File: src/rtl/spi_flash_se_slave_if.sv
// SPI bus between a flash master and the sector-erase slave model.
//   sck  : serial clock, mode 0 (idle low), master -> slave
//   cs_n : chip select, active-low, master -> slave
//   mosi : serial data, MSB first, master -> slave
//   miso : serial data, MSB first, slave -> master
interface spi_flash_se_slave_if;
  logic sck;
  logic cs_n;
  logic mosi;
  logic miso;

  modport slave  (input  sck, input  cs_n, input  mosi, output miso);
  modport master (output sck, output cs_n, output mosi, input  miso);
endinterface

File: src/rtl/spi_flash_se_slave.sv
// SPI flash slave model: WREN, WRDI, SE (sector erase), RDSR, and optionally RDID.
// All SPI inputs are oversampled in the sys_clk domain through 2-flop synchronizers.
// Write-type commands commit when the synchronized cs_n rises.
//
// Ports:
//   sys_clk, sys_rst_n : system clock, asynchronous active-low reset
//   spi (slave)        : sck / cs_n / mosi in, miso out
//   erase_req          : one-cycle pulse on an accepted sector erase
//   erase_addr[23:0]   : address of the last accepted erase
//   wel, wip           : write-enable latch, write/erase in progress
//   cmd_err            : one-cycle pulse on a rejected or malformed command
//
// Build option: define FLASH_RDID_EN to serve RDID (0x9F), which returns JEDEC_ID.
// Without it, 0x9F is treated as an unknown opcode.
module spi_flash_se_slave #(
  parameter int unsigned ERASE_CYCLES = 1000,
  parameter logic [23:0] JEDEC_ID     = 24'h202015
) (
  input  logic                 sys_clk,
  input  logic                 sys_rst_n,
  spi_flash_se_slave_if.slave  spi,
  output logic                 erase_req,
  output logic [23:0]          erase_addr,
  output logic                 wel,
  output logic                 wip,
  output logic                 cmd_err
);

`ifdef FLASH_RDID_EN
  localparam bit RDID_EN = 1'b1;
`else
  localparam bit RDID_EN = 1'b0;
`endif

  localparam int unsigned TW = (ERASE_CYCLES > 1) ? $clog2(ERASE_CYCLES) : 1;

  localparam logic [7:0] OP_WREN = 8'h06;
  localparam logic [7:0] OP_WRDI = 8'h04;
  localparam logic [7:0] OP_SE   = 8'hD8;
  localparam logic [7:0] OP_RDSR = 8'h05;
  localparam logic [7:0] OP_RDID = 8'h9F;

  typedef enum logic [2:0] {IDLE, CMD, ADDR, DOUT, IGNORE} state_e;

  logic cs_meta_q, cs_sync_q, cs_prev_q;
  logic sck_meta_q, sck_sync_q, sck_prev_q;
  logic mosi_meta_q, mosi_sync_q;

  state_e         state_q, state_d;
  logic [5:0]     bit_cnt_q, bit_cnt_d;
  logic [7:0]     op_q, op_d;
  logic [23:0]    addr_q, addr_d;
  logic [23:0]    sh_q, sh_d;
  logic [2:0]     dcnt_q, dcnt_d;
  logic           miso_q, miso_d;
  logic           wel_q, wel_d;
  logic           wip_q, wip_d;
  logic [TW-1:0]  timer_q, timer_d;
  logic [23:0]    erase_addr_q, erase_addr_d;
  logic           erase_req_q, erase_req_d;
  logic           cmd_err_q, cmd_err_d;
  logic [1:0]     settle_q, settle_d;
  logic           armed_q, armed_d;

  logic       sck_rise, sck_fall, cs_fall, cs_rise;
  logic [7:0] status, op_next;

  assign sck_rise = sck_sync_q & ~sck_prev_q;
  assign sck_fall = ~sck_sync_q & sck_prev_q;
  assign cs_fall  = ~cs_sync_q & cs_prev_q;
  assign cs_rise  = cs_sync_q & ~cs_prev_q;
  assign status   = {6'b0, wel_q, wip_q};
  assign op_next  = {op_q[6:0], mosi_sync_q};

  always_ff @(posedge sys_clk or negedge sys_rst_n) begin
    if (!sys_rst_n) begin
      cs_meta_q    <= 1'b1;
      cs_sync_q    <= 1'b1;
      cs_prev_q    <= 1'b1;
      sck_meta_q   <= 1'b0;
      sck_sync_q   <= 1'b0;
      sck_prev_q   <= 1'b0;
      mosi_meta_q  <= 1'b0;
      mosi_sync_q  <= 1'b0;
      state_q      <= IDLE;
      bit_cnt_q    <= '0;
      op_q         <= '0;
      addr_q       <= '0;
      sh_q         <= '0;
      dcnt_q       <= '0;
      miso_q       <= 1'b0;
      wel_q        <= 1'b0;
      wip_q        <= 1'b0;
      timer_q      <= '0;
      erase_addr_q <= '0;
      erase_req_q  <= 1'b0;
      cmd_err_q    <= 1'b0;
      settle_q     <= '0;
      armed_q      <= 1'b0;
    end else begin
      cs_meta_q    <= spi.cs_n;
      cs_sync_q    <= cs_meta_q;
      cs_prev_q    <= cs_sync_q;
      sck_meta_q   <= spi.sck;
      sck_sync_q   <= sck_meta_q;
      sck_prev_q   <= sck_sync_q;
      mosi_meta_q  <= spi.mosi;
      mosi_sync_q  <= mosi_meta_q;
      state_q      <= state_d;
      bit_cnt_q    <= bit_cnt_d;
      op_q         <= op_d;
      addr_q       <= addr_d;
      sh_q         <= sh_d;
      dcnt_q       <= dcnt_d;
      miso_q       <= miso_d;
      wel_q        <= wel_d;
      wip_q        <= wip_d;
      timer_q      <= timer_d;
      erase_addr_q <= erase_addr_d;
      erase_req_q  <= erase_req_d;
      cmd_err_q    <= cmd_err_d;
      settle_q     <= settle_d;
      armed_q      <= armed_d;
    end
  end

  always_comb begin
    state_d      = state_q;
    bit_cnt_d    = bit_cnt_q;
    op_d         = op_q;
    addr_d       = addr_q;
    sh_d         = sh_q;
    dcnt_d       = dcnt_q;
    miso_d       = miso_q;
    wel_d        = wel_q;
    wip_d        = wip_q;
    timer_d      = timer_q;
    erase_addr_d = erase_addr_q;
    erase_req_d  = 1'b0;
    cmd_err_d    = 1'b0;
    settle_d     = settle_q;
    armed_d      = armed_q;

    // A cs_n held low through reset must not look like a fresh select:
    // wait for the synchronizers to reflect the pin, then require cs_n high.
    if (settle_q != 2'd3) settle_d = settle_q + 2'd1;
    else if (cs_sync_q)   armed_d  = 1'b1;

    if (wip_q) begin
      if (timer_q == '0) begin
        wip_d = 1'b0;
        wel_d = 1'b0;
      end else begin
        timer_d = timer_q - TW'(1);
      end
    end

    if (cs_sync_q) begin
      state_d = IDLE;
      miso_d  = 1'b0;
      // Commit sees pre-update wip_q, so a frame ending on the expiry cycle
      // is still rejected. Frames still in CMD (<8 bits) abort silently.
      if (cs_rise && state_q != IDLE && state_q != CMD) begin
        case (op_q)
          OP_WREN: if (bit_cnt_q == 6'd8 && !wip_q) wel_d = 1'b1; else cmd_err_d = 1'b1;
          OP_WRDI: if (bit_cnt_q == 6'd8 && !wip_q) wel_d = 1'b0; else cmd_err_d = 1'b1;
          OP_SE: begin
            if (bit_cnt_q == 6'd32 && wel_q && !wip_q) begin
              erase_addr_d = addr_q;
              erase_req_d  = 1'b1;
              wip_d        = 1'b1;
              timer_d      = TW'(ERASE_CYCLES - 1);
            end else begin
              cmd_err_d = 1'b1;
            end
          end
          OP_RDSR: ;
          OP_RDID: if (!RDID_EN) cmd_err_d = 1'b1;
          default: cmd_err_d = 1'b1;
        endcase
      end
    end else begin
      case (state_q)
        IDLE: begin
          if (cs_fall && armed_q) begin
            state_d   = CMD;
            bit_cnt_d = '0;
            op_d      = '0;
            addr_d    = '0;
          end
        end
        CMD: begin
          if (sck_rise) begin
            bit_cnt_d = bit_cnt_q + 6'd1;
            op_d      = op_next;
            if (bit_cnt_q == 6'd7) begin
              case (op_next)
                OP_SE:   state_d = ADDR;
                OP_RDSR: begin
                  state_d = DOUT;
                  sh_d    = {status, 16'h0};
                  dcnt_d  = '0;
                  miso_d  = 1'b0;
                end
                OP_RDID: begin
                  if (RDID_EN) begin
                    state_d = DOUT;
                    sh_d    = JEDEC_ID;
                    dcnt_d  = '0;
                    miso_d  = 1'b0;
                  end else begin
                    state_d = IGNORE;
                  end
                end
                default: state_d = IGNORE;
              endcase
            end
          end
        end
        default: begin
          if (sck_rise) begin
            if (bit_cnt_q != '1) bit_cnt_d = bit_cnt_q + 6'd1;
            if (state_q == ADDR && bit_cnt_q < 6'd32) addr_d = {addr_q[22:0], mosi_sync_q};
          end
          if (state_q == DOUT && sck_fall) begin
            miso_d = sh_q[23];
            dcnt_d = dcnt_q + 3'd1;
            // RDSR refreshes the live status at every byte boundary.
            if (op_q == OP_RDSR && dcnt_q == 3'd7) sh_d = {status, 16'h0};
            else                                   sh_d = {sh_q[22:0], 1'b0};
          end
        end
      endcase
    end
  end

  assign spi.miso   = (state_q == DOUT) & miso_q;
  assign erase_req  = erase_req_q;
  assign erase_addr = erase_addr_q;
  assign wel        = wel_q;
  assign wip        = wip_q;
  assign cmd_err    = cmd_err_q;

endmodule
File: src/flat_wrapper.sv
// flat-port wrapper written by rule: the top's interface ports become plain ports
module spi_flash_se_slave_flat 
#(
  parameter int unsigned ERASE_CYCLES = 1000,
  parameter logic [23:0] JEDEC_ID     = 24'h202015
)
  (sys_clk, sys_rst_n, erase_req, erase_addr, wel, wip, cmd_err, spi_sck, spi_cs_n, spi_mosi, spi_miso);
  spi_flash_se_slave_if spi_i ();
  input  logic sys_clk;
  input  logic sys_rst_n;
  output logic erase_req;
  output logic [23:0] erase_addr;
  output logic wel;
  output logic wip;
  output logic cmd_err;
  input wire logic [$bits(spi_i.sck)-1:0] spi_sck;
  input wire logic [$bits(spi_i.cs_n)-1:0] spi_cs_n;
  input wire logic [$bits(spi_i.mosi)-1:0] spi_mosi;
  output wire logic [$bits(spi_i.miso)-1:0] spi_miso;
  assign spi_i.sck = spi_sck;
  assign spi_i.cs_n = spi_cs_n;
  assign spi_i.mosi = spi_mosi;
  assign spi_miso = spi_i.miso;
  spi_flash_se_slave #(.ERASE_CYCLES(ERASE_CYCLES), .JEDEC_ID(JEDEC_ID)) u_core (.sys_clk(sys_clk), .sys_rst_n(sys_rst_n), .spi(spi_i), .erase_req(erase_req), .erase_addr(erase_addr), .wel(wel), .wip(wip), .cmd_err(cmd_err));
endmodule
File: config.mk
export PLATFORM = sky130hd
export DESIGN_NAME = spi_flash_se_slave_flat
export DESIGN_NICKNAME = d
export VERILOG_FILES = /design/src/rtl/spi_flash_se_slave_if.sv /design/src/rtl/spi_flash_se_slave.sv /design/src/flat_wrapper.sv
export SDC_FILE = /design/constraint.sdc
export NUM_CORES = 1
export LEC_CHECK = 0
export ABC_AREA = 1
export CAP_MARGIN = 20
export CORE_AREA = 2 2 100 141
export CTS_CLUSTER_DIAMETER = 30
export DETAILED_ROUTE_END_ITERATION = 6
export DIE_AREA = 0 0 102 143
export DONT_BUFFER_PORTS = 1
export GPL_ROUTABILITY_DRIVEN = 0
export PLACE_DENSITY = 0.52
export SLEW_MARGIN = 30
export SYNTH_ARGS = -nofsm -noshare
export SYNTH_HDL_FRONTEND = slang
export SYNTH_SLANG_ARGS = --single-unit
File: constraint.sdc
create_clock -name sys_clk -period 2.4 [get_ports sys_clk]
set_clock_uncertainty 0.15 [all_clocks]
set_input_delay 0.6 -clock sys_clk [delete_from_list [all_inputs] [get_ports sys_clk]]
set_output_delay 0.6 -clock sys_clk [all_outputs]
set_load 0.01 [all_outputs]
==> impl_metrics.yaml <==
finish:
  syn2layout_area_growth_pct: 10.96
  finalInstanceArea_sq_um: 5092
  stdcell_count: 708
  final_common_cell: "nand2_1"
  fin_nets: 532
  final_util: 0.3840
  layout.cells.most_common_list: "nand2_1 (119), dfrtp_1 (99), inv_1 (76)"
  drive_gt1_frac: 0.07795
  diodes: 0
logic_synthesis:
  yosysUniqueCellTypes: 33
  yosys-top-cells-area: "dfrtp_1 (54%), nand2_1 (9.8%), inv_1 (6.2%)"
  syn-mean-instance-area_sq_um: 8.809
  synth-seq-cells: 102
  synthAdderAreaFrac: 0.01636
  syn_area_sq_um: 4589
  synthSimpleGateAreaFrac: 0.2148
  synth_top_family_by_area: "simple AND/OR/NAND/NOR gates"
  synth-xor-area-share: 0.009542
  syn_nets: 532
  netlist.top_cell.by_area: "dfrtp_1"
  synth-compound-area-share: 0.1118
  synthMuxAreaShare: 0.002454
  synth_top_area_share: 0.5398
  async_reset_ff_frac: 1.000
  ys.warnings.count: 0
  synth_edf_count: 0
  dominantRegCellSynth: "dfrtp_1"
  syn_inst: 521
  ys_seq_area_frac: 0.5570
routing:
  num_vias: 3343
  drc: 0
  antenna_left: 0
  wire_per_inst_microns: 13.13
  drt_iter0_drc: 217
  drt_wl_total_microns: 9297
  dr.pass1.iters: 4
  vias_per_cell: 4.722
place:
  port_buffers: 0
  dpl.cell_count: 692
  place_area_sq_um: 4755
  place_hpwl_microns: 6383
sta:
  period_needed_ns: 2.060
  fmax_ghz: 0.4854
  whs_ns: -0.2041
  rsz0062_at_grt: "no"
  drv_slew: 0
  finalSetupViolCount: 0
  fin_crit_sh: 0.8584
  timing.final.hold_violations: 99
  slew_headroom: 0.6133
  tightest_slew_ns: 0.5779
  tns_ns: 0
cts:
  cts_tree: "built"
  cts_resized: 0
  clockRootBuffer: "clkbuf_16"
  cts-htree-levels: 3
  clk_pin_slew_ns: 0.07
  cts.sinks: 102
  cts_setup_buffers: 0
  clk_path_buf_depth: 2
  clk_latency_ns: 0.34
  numCtsBuffers: 9
floorplan:
  die_w_microns: 102
  die_y_microns: 143
  num_rows: 50
  start_util: 0.3460
  io_pins: 34
  core_region_area_sq_um: 13260
  die-area_sq_um: 14590
setup_path:
  arrival_ns: 2.19
  reg2reg_from: "u_core.timer_q[0]$_DFF_PN0_"
  worstPathMaxFanout: 7
  end_kind: "flop"
  critical_path.top_delay_family: "simple AND/OR/NAND/NOR gates"
  worstPathRequired_ns: 2.53
  cpMostUsedCell: "nand2_1"
  crit_buf_inv: 2
  cpPeakStageDelay_ns: 0.40
  rrSetupSlack_ns: 0.34
  r2r_end: "u_core.timer_q[2]$_DFF_PN0_"
  crit_slowest_cell: "dfrtp_1"
  path_cells: "inv_1 -> ha_1 -> nand2_1 -> nor2_1 -> nand3_1 -> nand2_1 -> inv_1 -> nand2_1 -> nand2_1 -> nand3_1"
  worstSetupStartpointType: "flop"
  crit_type: "flop to flop"
  ff2ff_path_depth: 10
power:
  cellLeakagePower_nw: 2.425
  power_density_nw_per_um2: 859.9
  ir_worst_vdd_v: 0.0004571
global_routing:
  grt_pass1_vias: 3323
  grt_overflow_total: 0
  grt_use_total: 0.1400
  grt_max_degree: 103
  grt_pass1_wl_microns: 15930
  antenna_found_initial: 0
min_path:
  hold_class: "primary input to asynchronous set/reset pin"
status:
  outcome: "finished with violations"
  violations: "hold timing"
flow_run:
  cap_violations: 0
[routing by layer]
layer	part of all wire	up-vias	GRT usage
li1	-	1684	-
met1	0.44	1599	0.1734
met2	0.49	44	0.2296
met3	0.037	16	0.03328
met4	0.029	0	0.06386
met5	0	-	0
[cell usage after synthesis, types with 2 or more instances]
cell type,number
nand2_1,120
clkbuf_1,4
nor2_4,2
inv_1,76
o21ai_1,9
o21ai_2,4
nor2_1,43
buf_6,6
o31ai_1,8
nand4_1,13
a21oi_1,5
o21ai_0,35
xnor2_1,2
nand2_4,2
nand3_1,35
o22ai_1,24
dfstp_2,3
nand2_2,3
buf_2,5
inv_2,3
ha_1,6
dfrtp_1,99
xor2_1,3
nor3_1,2
[cell families after synthesis]
logic type | after synthesis
buf+inv | 94
mux | 1
flops | 102
simple gates | 225
xor+xnor | 5
compound gates | 88
fa+ha+maj | 6
[metrics by stage]
step	setup WS (ns)	hold WS [ns]	power (mW)
CTS	0.3154	-0.2205	4.433
detailed placement	0.3783	0.1601	2.783
global route	0.1349	-0.2251	4.608
finish	0.3398	-0.2041	4.379
global placement	0.4808	0.1599	2.774
floorplan	0.6529	0.1544	2.606
[power breakdown]
part,leakage [nW],internal (mW),switching (mW),total [mW]
logic,0.881,0.218,0.589,0.807
registers,1.38,1.85,0.0924,1.94
clock network,0.167,0.940,0.692,1.63
total,2.43,3.01,1.37,4.38
[area by class of cell]
class,instances,area [sq um]
clock buffer,9,225.2
clock inverter,7,112.6
fill,1385,8170
inverter,79,296.5
multi-input combinational,325,1632
sequential,102,2556
tap,182,227.7
timing repair buffer,4,42.54
[worst register-to-register path, delay by kind of cell, from the launching register on]
kind          cells  cell delay (ns)
fa+ha+maj         1             0.23
buf+inv           2             0.29
flops             1             0.40
simple gates      7             0.94
[worst max path at each step]
stage	start	to	slack, ns	depth (start not counted)
after floorplan	u_core.timer_q[0]$_DFF_PN0_	u_core.timer_q[2]$_DFF_PN0_	0.65	9
after global placement	u_core.state_q[1]$_DFFE_PN0P_	u_core.bit_cnt_q[2]$_DFFE_PN0P_	0.48	7
after detailed placement	u_core.timer_q[0]$_DFF_PN0_	u_core.timer_q[2]$_DFF_PN0_	0.38	9
after CTS	u_core.state_q[0]$_DFFE_PN0P_	spi_miso	0.32	2
after global routing	u_core.timer_q[0]$_DFF_PN0_	u_core.timer_q[2]$_DFF_PN0_	0.13	9
final	u_core.timer_q[0]$_DFF_PN0_	u_core.timer_q[2]$_DFF_PN0_	0.34	10
[registers in the layout, summed over array words and instances (netlist names)]
| name | count |
|---|---|
| u_core.addr_q | 24 |
| u_core.erase_addr | 24 |
| u_core.timer_q | 10 |
| u_core.op_q | 8 |
| u_core.sh_q | 8 |
| u_core.bit_cnt_q | 6 |
| u_core.dcnt_q | 3 |
| u_core.state_q | 3 |
| u_core.settle_q | 2 |
| u_core.armed_q | 1 |
| u_core.cmd_err | 1 |
| u_core.cs_meta_q | 1 |
| u_core.cs_prev_q | 1 |
| u_core.cs_sync_q | 1 |
| u_core.erase_req | 1 |
| u_core.miso_q | 1 |
| u_core.mosi_meta_q | 1 |
| u_core.mosi_sync_q | 1 |
| u_core.sck_meta_q | 1 |
| u_core.sck_prev_q | 1 |
| u_core.sck_sync_q | 1 |
| u_core.wel | 1 |
| u_core.wip | 1 |
(Power assumes the default switching activity.)
